$ cat src/rtl/input_cond_pkg.sv
// Shared definitions for the input conditioner: output mode encodings and
// the debounce counter sizing helper.
package input_cond_pkg;

  localparam logic [1:0] MODE_SYNC   = 2'b00;
  localparam logic [1:0] MODE_LEVEL  = 2'b01;
  localparam logic [1:0] MODE_TOGGLE = 2'b10;
  localparam logic [1:0] MODE_PULSE  = 2'b11;

  // Debounce counter width: enough to hold DB_LIMIT-1, never narrower than 1 bit.
  function automatic int cnt_width(input int limit);
    return (limit <= 2) ? 1 : $clog2(limit);
  endfunction

endpackage : input_cond_pkg

$ cat src/rtl/input_cond_channel.sv
// One conditioning channel: synchroniser, polarity select, debounce filter,
// edge detection, toggle state and sticky event flag.
module input_cond_channel
  import input_cond_pkg::*;
#(
  parameter int SYNC_STAGES = 2,
  parameter int DB_LIMIT    = 8
) (
  input  logic       clk,
  input  logic       rst_n,
  input  logic       en_i,
  input  logic       din_i,
  input  logic       invert_i,
  input  logic [1:0] mode_i,
  input  logic       clear_i,
  output logic       db_o,
  output logic       tog_o,
  output logic       rise_o,
  output logic       fall_o,
  output logic       sticky_o
);

  localparam int                CW      = cnt_width(DB_LIMIT);
  localparam logic [CW-1:0]     CNT_MAX = CW'(DB_LIMIT - 1);

  logic [SYNC_STAGES-1:0] sync_q;
  // Fills with ones after reset; the filter only trusts the synchroniser once
  // every stage holds a real pad sample, so post-reset latency matches a
  // normal input step.
  logic [SYNC_STAGES-1:0] prime_q;
  logic                   s;
  logic                   advance;

  logic          db_q, db_d;
  logic [CW-1:0] cnt_q, cnt_d;
  logic          tog_q, tog_d;
  logic          rise_q, rise_d;
  logic          fall_q, fall_d;
  logic          sticky_q, sticky_d;

  // Synchroniser and warm-up chain shift every cycle, regardless of en.
  // NOTE: sequential state uses non-blocking (<=) so every flop samples the pre-edge values.
  always_ff @(posedge clk or negedge rst_n) begin
    if (!rst_n) begin
      sync_q  <= '0;
      prime_q <= '0;
    end else begin
      sync_q  <= {sync_q[SYNC_STAGES-2:0], din_i};
      prime_q <= {prime_q[SYNC_STAGES-2:0], 1'b1};
    end
  end

  assign s       = sync_q[SYNC_STAGES-1] ^ invert_i;
  assign advance = en_i & prime_q[SYNC_STAGES-1];

  // Next-state for debounce, edges, toggle and sticky flag.
  always_comb begin
    // NOTE: every variable gets a default first so no path can infer a latch.
    db_d  = db_q;
    cnt_d = cnt_q;
    if (mode_i == MODE_SYNC) begin
      cnt_d = '0;
      if (advance) db_d = s;
    end else if (advance) begin
      if (s == db_q) begin
        cnt_d = '0;
      end else if (cnt_q == CNT_MAX) begin
        db_d  = s;
        cnt_d = '0;
      end else begin
        cnt_d = cnt_q + 1'b1;
      end
    end
    // db can only move while enabled, so the edges are zero whenever en=0.
    rise_d   = ~db_q & db_d;
    fall_d   = db_q & ~db_d;
    tog_d    = tog_q ^ rise_d;
    // Set comes from the visible edge pulse and overrides a clear in the same cycle.
    sticky_d = sticky_q & ~clear_i;
    if (en_i) sticky_d = sticky_d | rise_q | fall_q;
  end

  // Conditioning state register.
  always_ff @(posedge clk or negedge rst_n) begin
    if (!rst_n) begin
      db_q     <= 1'b0;
      cnt_q    <= '0;
      tog_q    <= 1'b0;
      rise_q   <= 1'b0;
      fall_q   <= 1'b0;
      sticky_q <= 1'b0;
    end else begin
      db_q     <= db_d;
      cnt_q    <= cnt_d;
      tog_q    <= tog_d;
      rise_q   <= rise_d;
      fall_q   <= fall_d;
      sticky_q <= sticky_d;
    end
  end

  assign db_o     = db_q;
  assign tog_o    = tog_q;
  assign rise_o   = rise_q;
  assign fall_o   = fall_q;
  assign sticky_o = sticky_q;

endmodule : input_cond_channel

$ cat src/rtl/input_conditioner.sv
// Multi-channel input conditioner: one channel instance per pad input plus
// the mode-dependent output selection.
module input_conditioner
  import input_cond_pkg::*;
#(
  parameter int CHANNELS    = 8,
  parameter int SYNC_STAGES = 2,
  parameter int DB_LIMIT    = 8
) (
  input  logic                clk,
  input  logic                rst_n,
  input  logic                en,
  input  logic [CHANNELS-1:0] din,
  input  logic [CHANNELS-1:0] invert,
  input  logic [1:0]          mode,
  input  logic [CHANNELS-1:0] clear,
  output logic [CHANNELS-1:0] dout,
  output logic [CHANNELS-1:0] rise,
  output logic [CHANNELS-1:0] fall,
  output logic [CHANNELS-1:0] event_sticky
);

  logic [CHANNELS-1:0] db_w;
  logic [CHANNELS-1:0] tog_w;

  for (genvar i = 0; i < CHANNELS; i++) begin : g_ch
    input_cond_channel #(
      .SYNC_STAGES (SYNC_STAGES),
      .DB_LIMIT    (DB_LIMIT)
    ) u_ch (
      .clk      (clk),
      .rst_n    (rst_n),
      .en_i     (en),
      .din_i    (din[i]),
      .invert_i (invert[i]),
      .mode_i   (mode),
      .clear_i  (clear[i]),
      .db_o     (db_w[i]),
      .tog_o    (tog_w[i]),
      .rise_o   (rise[i]),
      .fall_o   (fall[i]),
      .sticky_o (event_sticky[i])
    );
  end

  // Select what dout means for the current mode.
  always_comb begin
    dout = db_w;
    case (mode)
      MODE_TOGGLE: dout = tog_w;
      MODE_PULSE:  dout = rise;
      default:     dout = db_w;
    endcase
  end

endmodule : input_conditioner

$ cat config.mk
export PLATFORM = sky130hd
export DESIGN_NAME = input_conditioner
export DESIGN_NICKNAME = d
export VERILOG_FILES = /design/src/rtl/input_cond_pkg.sv /design/src/rtl/input_cond_channel.sv /design/src/rtl/input_conditioner.sv
export SDC_FILE = /design/constraint.sdc
export NUM_CORES = 1
export LEC_CHECK = 0
export ABC_CLOCK_PERIOD_IN_PS = 3100
export CAP_MARGIN = 20
export CORE_MARGIN = 3
export CORE_UTILIZATION = 35
export CTS_CLUSTER_DIAMETER = 80
export DETAILED_ROUTE_END_ITERATION = 12
export REMOVE_ABC_BUFFERS = 1
export SLEW_MARGIN = 5
export SYNTH_ARGS = -nofsm -noshare
export SYNTH_HDL_FRONTEND = slang
export SYNTH_SLANG_ARGS = --single-unit
$ cat constraint.sdc
create_clock -name clk -period 3.1 [get_ports clk]
set_input_delay 0.775 -clock clk [delete_from_list [all_inputs] [get_ports clk]]
set_output_delay 0.775 -clock clk [all_outputs]
set_load 0.01 [all_outputs]
==> results list <==
* Net total in the final layout: 399
* Number of enable flip-flop cells after synthesis: 0
- The analysis attributes to cell leakage a power of 2.24 nW.
- Most instantiated cells after synthesis: sky130_fd_sc_hd__dfrtp_1, sky130_fd_sc_hd__nor2_1, sky130_fd_sc_hd__buf_4, sky130_fd_sc_hd__inv_1, sky130_fd_sc_hd__o21ai_0
- Clock share of power: between 20% and 30%
- TritonCTS clock tree: done
- CP arrival: 2.22 ns
- Die height: 111 µm
- Measured against its own limit, the worst slew margin works out to 43.4%.
- Clock latency on the worst-skew pair, taken at its later pin, is approximately 0.35 ns.
- Counting distinct cell types in the post-synthesis netlist gives 24.
- In the global route stage, met3 resource usage came out at 3.33%.
* # diodes: 0
* Flip-flop and latch count after synthesis: slightly above 80
- Entering global routing, the biggest net connects 83 pins.
- Placed cell areas: 0.00447 mm²
* Critical path's slowest cell: sky130_fd_sc_hd__clkdlybuf4s50_1
- TritonCTS buffer count: 9
* Routed Wire Length: 7230 µm
* Die extent in x: 111 µm
* Number of search-and-repair iterations in the first detailed-routing pass: 4
* Finish-stage setup viols: 0
- The Yosys step of the flow raised 0 warnings.
* Fraction of the yosys area taken by sequential cells: 53.4%
- Global-route wire length before repair: 12200 µm
- Ratio of final minimum period to clock period: 96.5%
* Clock skew after layout: 0.00287 ns
* Final HPWL from detailed placement: 5130 µm
- Vias in the first global route: approximately 2400
- At the end of routability-driven placement, the weighted congestion stood at 0.750.
- Overflow after GRT: 0
* CP delay by family, top: buffers and inverters
* Number of ports placed on the die boundary: 61
- Counting along the longest clock path gives a buffer depth of 2.
- Total power density per cell area: approximately 530 mW/mm²
- Hold Violations, Final: 0
* Largest vdd supply drop: 0.264 mV
* Antenna violations before repair: 0
- Highest clock frequency the design can meet: 334 MHz
- Count of H-tree levels built during CTS: 3
- Number of DRC markers after the initial detailed-route iteration: around 130
* Final period demand of the worst path: 2.99 ns
- The run finished with clean final reports.
- Of all flip-flops after synthesis, the portion carrying an async set or reset was 100%.
* Path class of the lowest-slack min-delay path: in2async
- Worst Max-Slew Pin Slew: 0.849 ns
- For this run, the total global-route usage over all layers was measured as 12.5%.
* P&R area growth vs syn: 21.8%
- Most numerous cell on the critical path: sky130_fd_sc_hd__clkdlybuf4s50_1
- WP data required: approximately 2.3 ns
- Avg Inst Size Synth: 12.6 µm²
* Cell Rows: 37
* Grt met2 use: 20.5%
* Via-to-Cell Ratio: 4.62
- The internal portion of the total power is 0.00178 W.
- Relative contribution of combinational cells to total power: around a fifth
- Largest area contributor in the synthesized netlist: sky130_fd_sc_hd__dfrtp_1
- Hold buffer count at cts: 0
- Global-route track usage on met1: around 16%
- The critical path goes through clkdlybuf4s50_1 > buf_12 > mux2i_1 > a21oi_1 > clkdlybuf4s50_1.
- Critical-path maximum fanout: 11
- Sinks on Clock Net: 82
- At the end of the flow the core is filled with cells to 44.5%.
- Critical path start-end classification: in2out
- The total area inside the core boundary comes to 0.0105 mm².
- The most common cell in the synthesized netlist is sky130_fd_sc_hd__dfrtp_1.
- Among all flip-flop cells after synthesis, the most frequent one is sky130_fd_sc_hd__dfrtp_1.
- After detailed routing, the number of remaining DRC violations is 0.
* Top-area cell type share of the netlist area: 53.4%
- Setup slack, reg-to-reg: between 1.5 and 2 ns
- Of the cells placed in the final design, the portion with a size suffix greater than 1 is slightly above 10%.
* Average wire per standard cell: 14.6 µm
- The analysis attributes to net switching a power of 0.000687 W.
- Post-route standard cell area excluding fillers: 0.00468 mm²
- Counting both buffers and inverters, the worst setup path holds a total of 3.
- Gate count of the mapped netlist: 305
- Setup repair after global routing left no endpoint under its margin.
* Starting utilization of the core area: 36.6%
- Clock-pin slew was measured on the worst setup and hold paths at approximately 0.080 ns.
* Post-CTS Repair Setup Buffers: 0
* Synth Cell Area: 0.00384 mm²
- Buffers placed on the I/O ports in this run total 60.
* CP Launch Type: input port
* Share of total power in sequential cells: 53.4%
- Overall power consumption after layout is estimated at 0.00247 W.
* Gates resized, CTS repair: 1
* Max-slew violations: 0
- The layer flagged by global routing as most heavily used is met2.
* CTS root buf: sky130_fd_sc_hd__clkbuf_8
- Across all layers, the routed design uses 2280 vias.
* MaxCap Viol Count: 0
- Total Die Area: 0.0123 mm²
- Switch share: 27.8%
* Synth top area cells: sky130_fd_sc_hd__dfrtp_1, sky130_fd_sc_hd__a2111oi_4, sky130_fd_sc_hd__ha_1, sky130_fd_sc_hd__a22o_1, sky130_fd_sc_hd__buf_4
- Crit. End Element: output port
* Largest stage delay, worst path: 0.55 ns
- The count of nets left with antenna violations once routing finished came out at 0.
## cell usage in the layout (no fill, tap or decap), drive strengths merged, types with 2 or more instances in the layout
| master | Yosys | layout |
|---|---|---|
| dfrtp | 82 | 82 |
| clkdlybuf4s50 | 0 | 54 |
| nor2 | 32 | 32 |
| inv | 24 | 24 |
| o21ai | 24 | 24 |
| a22o | 22 | 22 |
| mux2i | 16 | 16 |
| ha | 16 | 16 |
| clkbuf | 2 | 12 |
| buf | 30 | 11 |
| nand2 | 9 | 9 |
| a21oi | 8 | 8 |
| xnor2 | 8 | 8 |
| a2111oi | 8 | 8 |
| xor2 | 8 | 8 |
| xnor3 | 8 | 8 |
| dlymetal6s2s | 0 | 4 |
| clkinv | 0 | 3 |
| nor3 | 2 | 2 |
| mux2 | 2 | 2 |
## registers in the layout, summed over array words and instances (netlist names)
register and count:
g_ch.u_ch.fall_o 8, g_ch.u_ch.sticky_o 8, g_ch.u_ch.sync_q 16, g_ch.u_ch.rise_o 8, g_ch.u_ch.cnt_q 24, g_ch.u_ch.db_o 8, g_ch.u_ch.tog_o 8, g_ch.u_ch.prime_q 2
## final cells by class
type,instances,area (µm²)
Inverter,24,90.1
Sequential cell,82,2050
Fill cell,987,5830
Multi-Input combinational cell,167,1470
Tap cell,136,170
Clock buffer,12,155
Timing Repair Buffer,70,727
Clock inverter,3,15.0
## power groups by stage
stage / logic (W) / clock network [W] / registers, W
after global routing: 0.000517 / 0.000766 / 0.00134
after CTS: 0.000471 / 0.000722 / 0.00132
after floorplan: 0.000277 / 0 / 0.00131
after global placement: 0.000457 / 0 / 0.00134
after detailed placement: 0.000471 / 0 / 0.00134
final: 0.000463 / 0.000688 / 0.00132
## metal layers
layer  up-vias  share of wire (%)
li1       1118                  -
met1      1101                 46
met2        49                 48
met3        12                4.3
met4         0                1.6
met5         -                  0
## path summary, 6_finish.rpt
check / start / to / cells past startpoint
max: mode[0] / dout[1] / 5
min: rst_n / g_ch[1].u_ch.sticky_o / 1
max reg2reg: g_ch[0].u_ch.cnt_q[0] / g_ch[0].u_ch.db_o / 4
min reg2reg: g_ch[0].u_ch.sync_q[0] / g_ch[0].u_ch.sync_q[1] / 0
max in group asynchronous: rst_n / g_ch[7].u_ch.prime_q[0] / 2
min in group clk: g_ch[0].u_ch.sync_q[0] / g_ch[0].u_ch.sync_q[1] / 0
## per-stage QoR
step / setup TNS (ns) / instances / worst slack [ns] / hold WS, ns
detailed placement: 0 / 478 / 0.00556 / 0.335
global route: 0 / 494 / 0.0345 / 0.334
finish: 0 / 494 / 0.107 / 0.325
floorplan: 0 / 273 / 0.981 / 0.331
CTS: 0 / 493 / 0.00263 / 0.351
global placement: -0.00835 / 478 / -0.00580 / 0.333
## worst reg2reg max path, cell delays in order (launching register included)
cell and delay (ns):
sky130_fd_sc_hd__dfrtp_1 0.40, sky130_fd_sc_hd__ha_1 0.20, sky130_fd_sc_hd__ha_1 0.20, sky130_fd_sc_hd__o21ai_0 0.33
sky130_fd_sc_hd__mux2i_1 0.22
## logic make-up (layout without fill, tap and decap cells)
group           Yosys count  count (layout)  synth area share [%]
flops                    82              82                  53.4
compound gates           63              63                  15.2
buf+inv                  56             109                  8.33
simple gates             45              45                  4.66
xor+xnor                 24              24                  8.33
mux                      18              18                  4.75
fa+ha+maj                16              16                  5.21
other cells               1               1                0.0976
Note: power is estimated with default switching activity, not from simulation.
==> RTL change 1 (same flow settings) <==
Change the parameter `CHANNELS` from 8 to 12.
--- a/src/rtl/input_conditioner.sv
+++ b/src/rtl/input_conditioner.sv
@@ -3,7 +3,7 @@
 module input_conditioner
   import input_cond_pkg::*;
 #(
-  parameter int CHANNELS    = 8,
+  parameter int CHANNELS    = 12,
   parameter int SYNC_STAGES = 2,
   parameter int DB_LIMIT    = 8
 ) (
Ports: changed (7 resized); port bits go from 61 to 89. The function was not compared with the original's and may differ.
==> RTL change 1 against the original RTL <==
Worst setup slack got worse by 0.054 ns; sequential share of layout area fell by 1.6 points; wire length rose by 67%; sequential cell count rose by 40; area after synthesis rose by 48%; power rose by 86%; final area rose by 55%; clock skew rose by 0.0056 ns; critical endpoint is now dout[11]; largest cell class unchanged; largest power group unchanged.
==> RTL change 1: results <==
{
  "finalWirelength_microns": 12070,
  "yosysWarnings": 0,
  "place_congestion": 0.7375,
  "timing.hold.ws_ns": 0.3032,
  "path_clk_slew_ns": 0.05,
  "synth.area.top_cells": "dfrtp_1, a2111oi_4, ha_1, a32o_1, buf_4",
  "ys_seq_area_frac": 0.5384,
  "clock_skew_ns": 0.008486,
  "track_usage": 0.1454,
  "firstDrtPassIters": 4,
  "vias_per_cell": 4.736,
  "synthArstFlopShare": 1.000,
  "tightest_slew_ns": 0.9612,
  "nFillCells": 1405,
  "synth_ff_type": "dfrtp_1",
  "grt_pass1_vias": 3881,
  "p_leak_uw": 0.003325,
  "nets": 596,
  "portBuffers": 88,
  "drive_above_1_share": 0.1140,
  "peakVddDrop_mv": 0.3785,
  "synth_common_cells": "dfrtp_1, inv_1, buf_4, o21ai_0, nor2_1",
  "hold_path.class": "in2async",
  "worstPathMaxFanout": 10,
  "top_regs": "g_ch.u_ch.cnt_q x36, g_ch.u_ch.sync_q x24",
  "rrSetupSlack_ns": 1.47,
  "yosysUniqueCellTypes": 25,
  "place_ws_ns": 0.008536,
  "clk_latency_ns": 0.41,
  "dpl.hpwl_microns": 8117,
  "antenna_found_initial": 0,
  "cts-buffers-inserted": 17,
  "grt_pass1_wl_microns": 20090,
  "drtIter0Drc": 202,
  "diodes": 0,
  "dpl_cell_area_sq_um": 6625,
  "grt_max_degree": 55,
  "outcome": "finished, final reports clean",
  "worstPathArrival_ns": 2.27,
  "clk_path_buf_depth": 2,
  "cts-htree-levels": 4,
  "cts-root-buf": "clkbuf_16",
  "setup_ws_ns": 0.05333
}
RTL change 1: timing repair:
action / CTS / global route
endpoints found under the setup margin: 1 / 8
resized for setup: 1 / 5
buffers inserted: 0 / 4
endpoints found under the hold margin: 0 / 0
RTL change 1: cells by family after synthesis:
family / Yosys count / share of synthesized area
DFF: 122 / 0.5384
buffers and inverters: 93 / 0.09201
and+or+nand+nor: 62 / 0.04413
other: 1 / 0.0006613
muxes: 24 / 0.04237
xor gates and xnor gates: 36 / 0.06531
adders and majority gates: 24 / 0.05296
AOI/OAI and AO/OA: 97 / 0.1642
RTL change 1: area by class of cell:
cell class / instances / area (sq um) / share of cell area
timing repair buffer: 106 / 1087 / 0.1503
clock inverter: 10 / 125.1 / 0.01729
sequential: 122 / 3053 / 0.4219
clock buffer: 22 / 444.2 / 0.06139
tap: 211 / 264.0 / 0.03649
multi-input combinational: 244 / 2112 / 0.2919
inverter: 40 / 150.1 / 0.02075
RTL change 1: worst paths after layout:
check	from	to	cells after the start
worst min register to register	g_ch[10].u_ch.sync_q[0]$_DFF_PN0_	g_ch[10].u_ch.sync_q[1]$_DFF_PN0_	0
min in group clk	g_ch[10].u_ch.sync_q[0]$_DFF_PN0_	g_ch[10].u_ch.sync_q[1]$_DFF_PN0_	0
worst max-delay path	mode[0]	dout[11]	5
max in group asynchronous	rst_n	g_ch[9].u_ch.tog_o$_DFF_PN0_	2
worst max register to register	g_ch[0].u_ch.prime_q[1]$_DFF_PN0_	g_ch[6].u_ch.cnt_q[1]$_DFFE_PN0P_	3
worst min-delay path	rst_n	g_ch[9].u_ch.sticky_o$_DFF_PN0_	1
RTL change 1: metal layers:
| metal | wire length, microns | GRT usage | vias to the layer above |
|---|---|---|---|
| met4 | 227 | 0.06171 | 0 |
| met1 | 5595 | 0.1846 | 1768 |
| met3 | 482 | 0.03965 | 17 |
| met5 | 0 | 0 | - |
| li1 | - | - | 1715 |
| met2 | 5764 | 0.2348 | 76 |
RTL change 1: power by group:
part           internal [uW]  leakage (uW)  switching [uW]  total, uW
logic                    356       0.00146             343        700
clock network           1250      0.000285             676       1930
registers               1780       0.00158             182       1960
RTL change 1: stage by stage:
| step | instances | util |
|---|---|---|
| 2_1_floorplan | 406 | - |
| 3_3_place_gp | 719 | 0.4263 |
| 3_5_place_dp | 719 | 0.4263 |
| 4_1_cts | 751 | 0.4629 |
| 5_1_grt | 755 | 0.4656 |
| 6_report | 755 | 0.4656 |
RTL change 1: worst max-delay path, cell delays in order:
cell and delay [ns]:
clkdlybuf4s50_1 0.53, buf_12 0.17, mux2i_1 0.08, a21oi_1 0.16, clkdlybuf4s50_1 0.55
==> RTL change 2 (config.mk and constraints unchanged) <==
Without the edit above. Register the output `event_sticky`; this adds one clock of latency there. The other outputs are not delayed to match.
--- a/src/rtl/input_conditioner.sv
+++ b/src/rtl/input_conditioner.sv
@@ -20,6 +20,8 @@
   output logic [CHANNELS-1:0] event_sticky
 );
 
+  logic [CHANNELS-1:0] event_sticky_d;
+
   logic [CHANNELS-1:0] db_w;
   logic [CHANNELS-1:0] tog_w;
 
@@ -39,7 +41,7 @@
       .tog_o    (tog_w[i]),
       .rise_o   (rise[i]),
       .fall_o   (fall[i]),
-      .sticky_o (event_sticky[i])
+      .sticky_o (event_sticky_d[i])
     );
   end
 
@@ -53,5 +55,9 @@
     endcase
   end
 
+  always_ff @(posedge clk) begin
+    event_sticky <= event_sticky_d;
+  end
+
 endmodule : input_conditioner
 
Behaviour: not the same (Yosys sat finds a counterexample within 10 cycles, from zero or initial values and one cycle with rst_n low).
==> RTL change 2 against the original RTL <==
Sequential cell count is 8 higher; final cell count increased by 1.8%; worst setup slack got worse by 0.077 ns; final area increased by 6.2%; critical endpoint unchanged; area after synthesis is 2.6% higher; maximum frequency shrank 2.5%; wire length grew 7.2%; largest power group unchanged; power rose by 25%; critical path type unchanged.
==> RTL change 2: results <==
{
  "place_congestion": 0.7447,
  "outcome": "finished, final reports clean",
  "ys_seq_area_frac": 0.5609,
  "clk_share": 0.06647,
  "peakVddDrop_mv": 0.2851,
  "yosysUniqueCellTypes": 25,
  "seqCellArea_sq_um": 2212,
  "hold_path.class": "reg2reg",
  "buffers": 66,
  "r2r-start": "g_ch[0].u_ch.prime_q[1]$_DFF_PN0_",
  "worstPathArrival_ns": 2.29,
  "synth_fa_ha_area_frac": 0.05076,
  "path_clk_slew_ns": 0.06,
  "vias_per_cell": 4.660,
  "p_leak_uw": 0.002323,
  "synth_xor_area_frac": 0.08122,
  "clock_skew_ns": 0.006261,
  "clock_sinks": 90,
  "synthArstFlopShare": 0.9111,
  "cts-root-buf": "clkbuf_16",
  "diodes": 0,
  "track_usage": 0.1292,
  "grt_pass1_wl_microns": 12850,
  "drive_above_1_share": 0.09366,
  "path_delay_family": "buffers and inverters",
  "dpl.hpwl_microns": 5370,
  "synth-compound-area-share": 0.1485,
  "nets": 403,
  "finalWirelength_microns": 7753,
  "critPathMaxStageDelay_ns": 0.57,
  "synth_common_cells": "dfrtp_1, nor2_1, inv_1, o21ai_0, a22o_1",
  "clk_latency_ns": 0.33,
  "antenna_found_initial": 0,
  "firstDrtPassIters": 5,
  "grt_pass1_vias": 2541,
  "place_ws_ns": 0.03214,
  "drtIter0Drc": 114,
  "synth.area.top_cells": "dfrtp_1, a2111oi_4, ha_1, a22o_1, xnor3_1",
  "buffer_area_frac": 0.1390,
  "muxShareOfSynthArea": 0.04632
}
RTL change 2: cell types whose count changed after synthesis:
| cell | unedited run | this run |
|---|---|---|
| buf_4 | 24 | 16 |
| dfxtp_1 | 0 | 8 |
RTL change 2: repair_timing:
action | CTS | global route
hold buffers | 0 | 0
buffers inserted | 0 | 0
gates resized for setup | 0 | 1
endpoints found under the hold margin | 0 | 0
endpoints found under the setup margin | 0 | 1
RTL change 2: per-stage QoR:
stage | cells | hold WS [ns] | instance area, sq um
2_1_floorplan | 281 | 0.3312 | 3774
3_3_place_gp | 486 | 0.3323 | 4609
3_5_place_dp | 486 | 0.3347 | 4609
4_1_cts | 502 | 0.3481 | 4940
5_1_grt | 503 | 0.3562 | 4970
6_report | 503 | 0.3470 | 4970
RTL change 2: per-layer routing:
layer  vias up  part of all wire  track usage
met5         -                 0            0
met4         0            0.0071      0.03125
met3         6             0.043      0.03666
met2        49              0.48       0.2126
met1      1151              0.47       0.1699
li1       1138                 -            -
RTL change 2: worst reg2reg max path: stages (launching register included):
cell and delay, ns:
dfrtp_1 0.41, and2_1 0.17, nor2_1 0.49, buf_4 0.33, a22o_1 0.18
RTL change 2: worst paths after layout:
kind	cells past startpoint	endpoint	slack (ns)
max	5	dout[1]	0.03
min	0	g_ch[0].u_ch.sync_q[1]$_DFF_PN0_	0.35
min reg2reg	0	g_ch[0].u_ch.sync_q[1]$_DFF_PN0_	0.35
max reg2reg	4	g_ch[2].u_ch.cnt_q[1]$_DFFE_PN0P_	1.46
max in group asynchronous	2	g_ch[0].u_ch.prime_q[1]$_DFF_PN0_	2.14
min in group asynchronous	1	g_ch[5].u_ch.sync_q[0]$_DFF_PN0_	0.36
RTL change 2: power by group:
part	switching [uW]	internal, uW
sequential	122	1300
clock	445	751
combinational	204	262
total	771	2320
